$ cat config.mk
export PLATFORM = sky130hd
export DESIGN_NAME = musa_trace_capture
export DESIGN_NICKNAME = d
export VERILOG_FILES = /design/src/rtl/musa_trace_capture.sv
export SDC_FILE = /design/constraint.sdc
export NUM_CORES = 1
export LEC_CHECK = 0
export ABC_AREA = 1
export BUFFER_PORTS_ARGS = -buffer_cell sky130_fd_sc_hd__buf_2
export CAP_MARGIN = 25
export CORE_ASPECT_RATIO = 1.1
export CORE_MARGIN = 4
export CORE_UTILIZATION = 49
export DETAILED_ROUTE_END_ITERATION = 10
export PLACE_DENSITY_LB_ADDON = 0.1
export SETUP_SLACK_MARGIN = 0.15
export SLEW_MARGIN = 25
export SYNTH_ARGS = -nofsm -noshare
export SYNTH_HDL_FRONTEND = slang
export SYNTH_SLANG_ARGS = --single-unit
$ cat constraint.sdc
create_clock -name clk -period 5.6 [get_ports clk]
set_input_delay 1.12 -clock clk [delete_from_list [all_inputs] [get_ports clk]]
set_output_delay 1.12 -clock clk [all_outputs]
set_load 0.05 [all_outputs]
$ cat src/rtl/musa_trace_capture.sv
// Trace buffer for the MUSA core: captures per-cycle instruction/control snapshots around a
// masked-compare trigger, then streams them out oldest-first. Define MUSA_TRACE_FILTER_EN to add filter_mask.
module musa_trace_capture #(
  parameter int DATA_WIDTH = 32,
  parameter int CTRL_WIDTH = 12,
  parameter int DEPTH      = 16,
  parameter int POST_TRIG  = 8,
  parameter int TS_WIDTH   = 16
) (
  input  logic                    clk,
  input  logic                    rst_n,
  input  logic                    arm,
  input  logic                    sample_valid,
  input  logic [DATA_WIDTH-1:0]   instr,
  input  logic [CTRL_WIDTH-1:0]   ctrl,
  input  logic [DATA_WIDTH-1:0]   trig_mask,
  input  logic [DATA_WIDTH-1:0]   trig_value,
`ifdef MUSA_TRACE_FILTER_EN
  input  logic [CTRL_WIDTH-1:0]   filter_mask,
`endif
  output logic                    rd_valid,
  input  logic                    rd_ready,
  output logic [DATA_WIDTH-1:0]   rd_instr,
  output logic [CTRL_WIDTH-1:0]   rd_ctrl,
  output logic [TS_WIDTH-1:0]     rd_ts,
  output logic                    rd_last,
  output logic [1:0]              state,
  output logic [$clog2(DEPTH):0]  count
);

  localparam int PW = $clog2(DEPTH);
  localparam int CW = PW + 1;

  typedef enum logic [1:0] {
    IDLE  = 2'd0,
    ARMED = 2'd1,
    POST  = 2'd2,
    DONE  = 2'd3
  } state_t;

  typedef struct packed {
    logic [DATA_WIDTH-1:0] instr;
    logic [CTRL_WIDTH-1:0] ctrl;
    logic [TS_WIDTH-1:0]   ts;
  } entry_t;

  state_t              state_q, state_d;
  logic [CW-1:0]       count_q, count_d;
  logic [PW-1:0]       wr_ptr_q, wr_ptr_d;
  logic [PW-1:0]       rd_ptr_d;
  logic [PW-1:0]       post_q, post_d;
  logic [TS_WIDTH-1:0] ts_q, ts_d;
  logic                rd_valid_q, rd_valid_d;
  logic                rd_last_q, rd_last_d;
  entry_t              rd_entry_q, rd_entry_d;
  entry_t              ram_q [DEPTH];
  entry_t              wr_entry;

  logic capturing;
  logic trig_hit;
  logic filter_pass;
  logic store_en;
  logic rd_fire;

  assign capturing = (state_q == ARMED) || (state_q == POST);
  assign trig_hit  = (state_q == ARMED) && sample_valid &&
                     ((instr & trig_mask) == (trig_value & trig_mask));

`ifdef MUSA_TRACE_FILTER_EN
  assign filter_pass = (filter_mask == '0) || ((ctrl & filter_mask) != '0);
`else
  assign filter_pass = 1'b1;
`endif

  // The trigger sample bypasses the filter so the capture always contains its own cause.
  assign store_en = capturing && sample_valid && !arm && (filter_pass || trig_hit);
  assign rd_fire  = rd_valid_q && rd_ready;
  assign wr_entry = '{instr: instr, ctrl: ctrl, ts: ts_q};

  always_comb begin
    // NOTE: every variable gets a default before any branch so no path leaves it unassigned (no latches).
    state_d    = state_q;
    count_d    = count_q;
    wr_ptr_d   = wr_ptr_q;
    post_d     = post_q;
    ts_d       = ts_q;
    rd_entry_d = rd_entry_q;

    if (arm) begin
      state_d  = ARMED;
      count_d  = '0;
      wr_ptr_d = '0;
      post_d   = '0;
      ts_d     = '0;
    end else begin
      unique case (state_q)
        ARMED, POST: begin
          ts_d = ts_q + 1'b1;
          if (store_en) begin
            wr_ptr_d = wr_ptr_q + 1'b1;
            if (count_q != CW'(DEPTH)) count_d = count_q + 1'b1;
          end
          if (trig_hit) begin
            if (POST_TRIG == 0) begin
              state_d = DONE;
            end else begin
              state_d = POST;
              post_d  = PW'(POST_TRIG);
            end
          end else if ((state_q == POST) && store_en) begin
            post_d = post_q - 1'b1;
            if (post_q == PW'(1)) state_d = DONE;
          end
        end
        DONE: begin
          if (rd_fire) begin
            count_d = count_q - 1'b1;
            if (rd_last_q) state_d = IDLE;
          end
        end
        default: ;
      endcase
    end

    // Readout registers track the entry that will be oldest after this edge.
    rd_valid_d = (state_d == DONE) && (count_d != '0);
    rd_last_d  = rd_valid_d && (count_d == CW'(1));
    rd_ptr_d   = wr_ptr_d - count_d[PW-1:0];
    if (rd_valid_d) begin
      rd_entry_d = (store_en && (rd_ptr_d == wr_ptr_q)) ? wr_entry : ram_q[rd_ptr_d];
    end
  end

  // NOTE: state registers use non-blocking assignments so every flop samples pre-edge values.
  always_ff @(posedge clk or negedge rst_n) begin
    if (!rst_n) begin
      state_q    <= IDLE;
      count_q    <= '0;
      wr_ptr_q   <= '0;
      post_q     <= '0;
      ts_q       <= '0;
      rd_valid_q <= 1'b0;
      rd_last_q  <= 1'b0;
      rd_entry_q <= '0;
    end else begin
      state_q    <= state_d;
      count_q    <= count_d;
      wr_ptr_q   <= wr_ptr_d;
      post_q     <= post_d;
      ts_q       <= ts_d;
      rd_valid_q <= rd_valid_d;
      rd_last_q  <= rd_last_d;
      rd_entry_q <= rd_entry_d;
    end
  end

  // NOTE: the RAM is deliberately not reset; count gates every read, so stale contents are never exposed.
  always_ff @(posedge clk) begin
    if (store_en) ram_q[wr_ptr_q] <= wr_entry;
  end

  assign rd_valid = rd_valid_q;
  assign rd_last  = rd_last_q;
  assign rd_instr = rd_entry_q.instr;
  assign rd_ctrl  = rd_entry_q.ctrl;
  assign rd_ts    = rd_entry_q.ts;
  assign state    = state_q;
  assign count    = count_q;

endmodule
==> results.py <==
metrics = {
    "drt": {
        "wl_final_um": 118500,
        "num_vias": 29520,
        "dr.pass1.iters": 6,
        "drt-wirelength-per-cell_um": 22.84,
        "antenna_left": 0,
        "drc": 0,
        "drt_first_iter_violations": 2792,
        "detail_route.vias_per_cell": 5.692,
    },
    "timing": {
        "setup_ws_ps": 638.2,
        "finalCriticalPeriod_ps": 4962,
        "timing_worst_slew_pin_value_ps": 1081,
        "slew_violations": 0,
        "setup_viol": 0,
        "rsz0062_at_grt": "false",
        "slew_headroom_pct": 27.94,
        "max_clock_freq_ghz": 0.2015,
        "finalClockSkew_ps": 23.32,
        "finalHoldViolations": 0,
        "final.period_utilization_pct": 88.60,
    },
    "cts": {
        "cts.repair_timing.setup_buffer_count": 0,
        "ctsHoldBuffers": 0,
        "tritoncts_clock_tree": "done",
        "clock_sinks": 1053,
        "cts.clk_slew.worst_paths_ps": 60,
        "cts-buffers-inserted": 108,
        "postCtsResizedCells": 0,
        "cts_max_path_buffers": 3,
        "clock_latency_ps": 680,
        "cts_root_buffer": "sky130_fd_sc_hd__clkbuf_16",
        "h-tree-depth": 3,
    },
    "power_and_ir_drop": {
        "totalPowerFinal_mw": 29.83,
        "vdd_ir_drop_max_v": 0.0006221,
        "netSwitchingFraction_pct": 42.46,
        "combPwrFrac_pct": 45.4,
        "seqPwrFrac_pct": 31.0,
        "power.net_switching_mw": 12.66,
        "static-leakage-power_nw": 18.10,
        "power.density_cell_area_mw_per_mm2": 601.8,
        "p_int_mw": 17.16,
        "power_frac_clock_pct": 23.6,
    },
    "critical_path": {
        "timing.rr.start": "state[0]$_DFF_PN0_",
        "path_cells": "inv_1 > ha_2 > nand2_2 > nor2_4 > nand2_1 > nand2_1 > a21oi_1 > nor2_1 > ha_4 > inv_1 > fa_4 > clkinv_8 > buf_12 > nor2_1 > o21ai_0 > nand2_1 > a21oi_1 > a31oi_1 > nand2_1 > o21ai_1 > nand2_1 > nand2_1 > nand2_1 > nand2_1",
        "timing.critical_path.required_ps": 6220,
        "critical_path.endpoint_type": "register",
        "critPathMaxFanout": 74,
        "path_delay_family": "adder cells",
        "critical_path.n_buffers_inverters": 4,
        "worst_path_max_stage_delay_ps": 880,
        "cp_data_arrival_time_ps": 5580,
        "worst_setup_path_start_kind": "register",
        "crit_top_cell": "sky130_fd_sc_hd__nand2_1",
        "critical-path-slowest-cell": "sky130_fd_sc_hd__fa_4",
        "startpoint_to_endpoint_class_of_the_critical_path": "reg2reg",
        "cp-startpoint": "state[0]$_DFF_PN0_",
    },
    "synth": {
        "seq_area_frac_synth_pct": 71.57,
        "syn-instance-count": 3791,
        "synth.top_cells.by_area": "sky130_fd_sc_hd__edfxtp_1 66%, sky130_fd_sc_hd__nand2_1 6.8%, sky130_fd_sc_hd__nor2_1 5.7%",
        "ys_warn_count": 0,
        "synth_nets": 3922,
        "syn-cell-area_mm2": 0.04353,
        "ys_dominant_reg_cell": "sky130_fd_sc_hd__edfxtp_1",
        "synth_edf_count": 960,
        "most_numerous_cell_types_in_the_synthesized_netlist": "960 x sky130_fd_sc_hd__edfxtp_1, 793 x sky130_fd_sc_hd__nand2_1, 660 x sky130_fd_sc_hd__nor2_1, 453 x sky130_fd_sc_hd__o21ai_0, 135 x sky130_fd_sc_hd__clkbuf_1",
        "synth.distinct_cells": 38,
        "post-synth-top-count-cell": "sky130_fd_sc_hd__edfxtp_1",
        "synth_top_area_share_pct": 66.23,
        "synth.largest_area_cell": "sky130_fd_sc_hd__edfxtp_1",
        "syn_avg_cell_area_um2": 11.48,
        "synth-async-reset-ratio_pct": 8.832,
        "postSynthRegisterBits": 1053,
    },
    "floorplanning": {
        "dieHeight_um": 320.6,
        "row_count": 114,
        "boundaryPins": 182,
        "initial_core_util_pct": 49.46,
        "die-area_mm2": 0.09367,
        "floorplan.die.width_um": 292.2,
        "core_mm2": 0.08801,
    },
    "placed_design": {
        "placed_cells_incl_taps": 4983,
        "place.port_buffers": 181,
        "globalplace.congestion": 0.7772,
        "dp.final_hpwl_um": 58700,
        "postPlaceCellArea_mm2": 0.04605,
        "dpl_worst_slack_ps": 460.4,
    },
    "final_layout": {
        "diodes": 0,
        "layout.cells.non_filler": 5187,
        "drive_gt1_share_pct": 11.72,
        "finish.instance_area_mm2": 0.04957,
        "final_nets": 4064,
        "areaGrowthSynthToFinish_pct": 13.87,
    },
    "grt": {
        "grt_pass1_wl_um": 176600,
        "via_count_of_the_first_global_routing_pass": 28390,
        "grt_max_degree": 170,
        "globalRouteTotalUtil_pct": 24.77,
        "antenna_found_initial": 2,
        "global_route.overflow_total": 0,
    },
    "outcome": {
        "run_status": "finished clean",
    },
    "min_path": {
        "timing.hold.worst.class": "reg2reg",
        "timing.hold.worst.start": "rd_ctrl[3]$_DFFE_PN0P_",
    },
    "job": {
        "maxCapViolCount": 0,
    },
}
sequential cells by signal (all words and copies together) (netlist names):
register and cells:
state 2, rd_last 1, wr_ptr_q 4, rd_valid 1, count 5, ram_q 960
ts_q 16, rd_ts 16, post_q 4, rd_instr 32, rd_ctrl 12
layer usage:
| layer | GRT usage (%) | routed length, um |
|---|---|---|
| met4 | 7.090 | 2868 |
| met5 | 0 | 0 |
| met2 | 41.36 | 56830 |
| met3 | 3.601 | 7762 |
| met1 | 34.20 | 51020 |
worst register-to-register path: cells and delay by family (launching register included):
| family | cells | cell delay [ps] |
|---|---|---|
| AOI/OAI and AO/OA | 5 | 510 |
| adders and majority gates | 3 | 1580 |
| buffers and inverters | 4 | 840 |
| DFF | 1 | 470 |
| and+or+nand+nor | 12 | 1500 |
cell families after synthesis:
kind of cell    after synthesis  synth area share (%)
buf+inv                     330                 3.150
compound gates              775                 10.16
fa+ha+maj                    18                0.5346
simple gates               1606                 14.40
xor+xnor                      9                0.1811
flops                      1053                 71.57
stage by stage:
stage | hold slack (ps) | utilization [%] | setup TNS (ps)
final | 466.1 | 56.32 | 0
after global routing | 492.3 | 56.32 | 0
after CTS | 468.0 | 56.31 | 0
after detailed placement | 453.9 | 52.33 | 0
after global placement | 450.8 | 52.33 | 0
after floorplan | 486.3 | - | -576720
layout make-up:
cell class                      instances  area [um^2]
Inverter                               95        381.6
Sequential cell                      1053        31150
Fill cell                            7334        38440
Tap cell                             1160         1451
Multi-Input combinational cell       2408        11170
Clock buffer                          157         3047
Timing Repair Buffer                  267         1904
Clock inverter                         47        456.7
cells in the final DEF, fill, tap and decap left out, types with 7 or more instances in the layout:
cell and n:
sky130_fd_sc_hd__o21ai_0 453, sky130_fd_sc_hd__xor2_1 7, sky130_fd_sc_hd__nand3_1 115, sky130_fd_sc_hd__clkinv_2 27
sky130_fd_sc_hd__o221ai_1 120, sky130_fd_sc_hd__nor3_2 12, sky130_fd_sc_hd__a31oi_1 61, sky130_fd_sc_hd__clkinv_1 7
sky130_fd_sc_hd__a21oi_1 85, sky130_fd_sc_hd__dfrtp_1 93, sky130_fd_sc_hd__inv_1 89, sky130_fd_sc_hd__buf_2 180
sky130_fd_sc_hd__clkbuf_8 16, sky130_fd_sc_hd__nand2_1 791, sky130_fd_sc_hd__buf_4 59, sky130_fd_sc_hd__nor2_1 656
sky130_fd_sc_hd__buf_12 28, sky130_fd_sc_hd__ha_1 15, sky130_fd_sc_hd__clkbuf_16 108, sky130_fd_sc_hd__o21ai_1 50
sky130_fd_sc_hd__edfxtp_1 960, sky130_fd_sc_hd__clkbuf_1 33
power by group through the flow:
stage          registers (mW)  logic, mW  clock network, mW
2_1_floorplan            9.97       8.63                  0
3_3_place_gp             9.40       13.5                  0
3_5_place_dp             9.40       13.6                  0
4_1_cts                  9.24       13.6               7.16
5_1_grt                  9.27       15.1               7.49
6_report                 9.23       13.5               7.05
path summary, 6_finish.rpt:
kind                                     endpoint  slack (ps)  cells after the start
max reg2reg                rd_ctrl[0]$_DFFE_PN0P_         640                     24
max in group asynchronous    rd_ts[1]$_DFFE_PN0P_        4120                      2
min reg2reg                rd_ctrl[3]$_DFFE_PN0P_         470                      2
min                        rd_ctrl[3]$_DFFE_PN0P_         470                      2
max                        rd_ctrl[0]$_DFFE_PN0P_         640                     24
min in group asynchronous   rd_ts[12]$_DFFE_PN0P_         510                      1
Power figures use the tool's default switching activity.
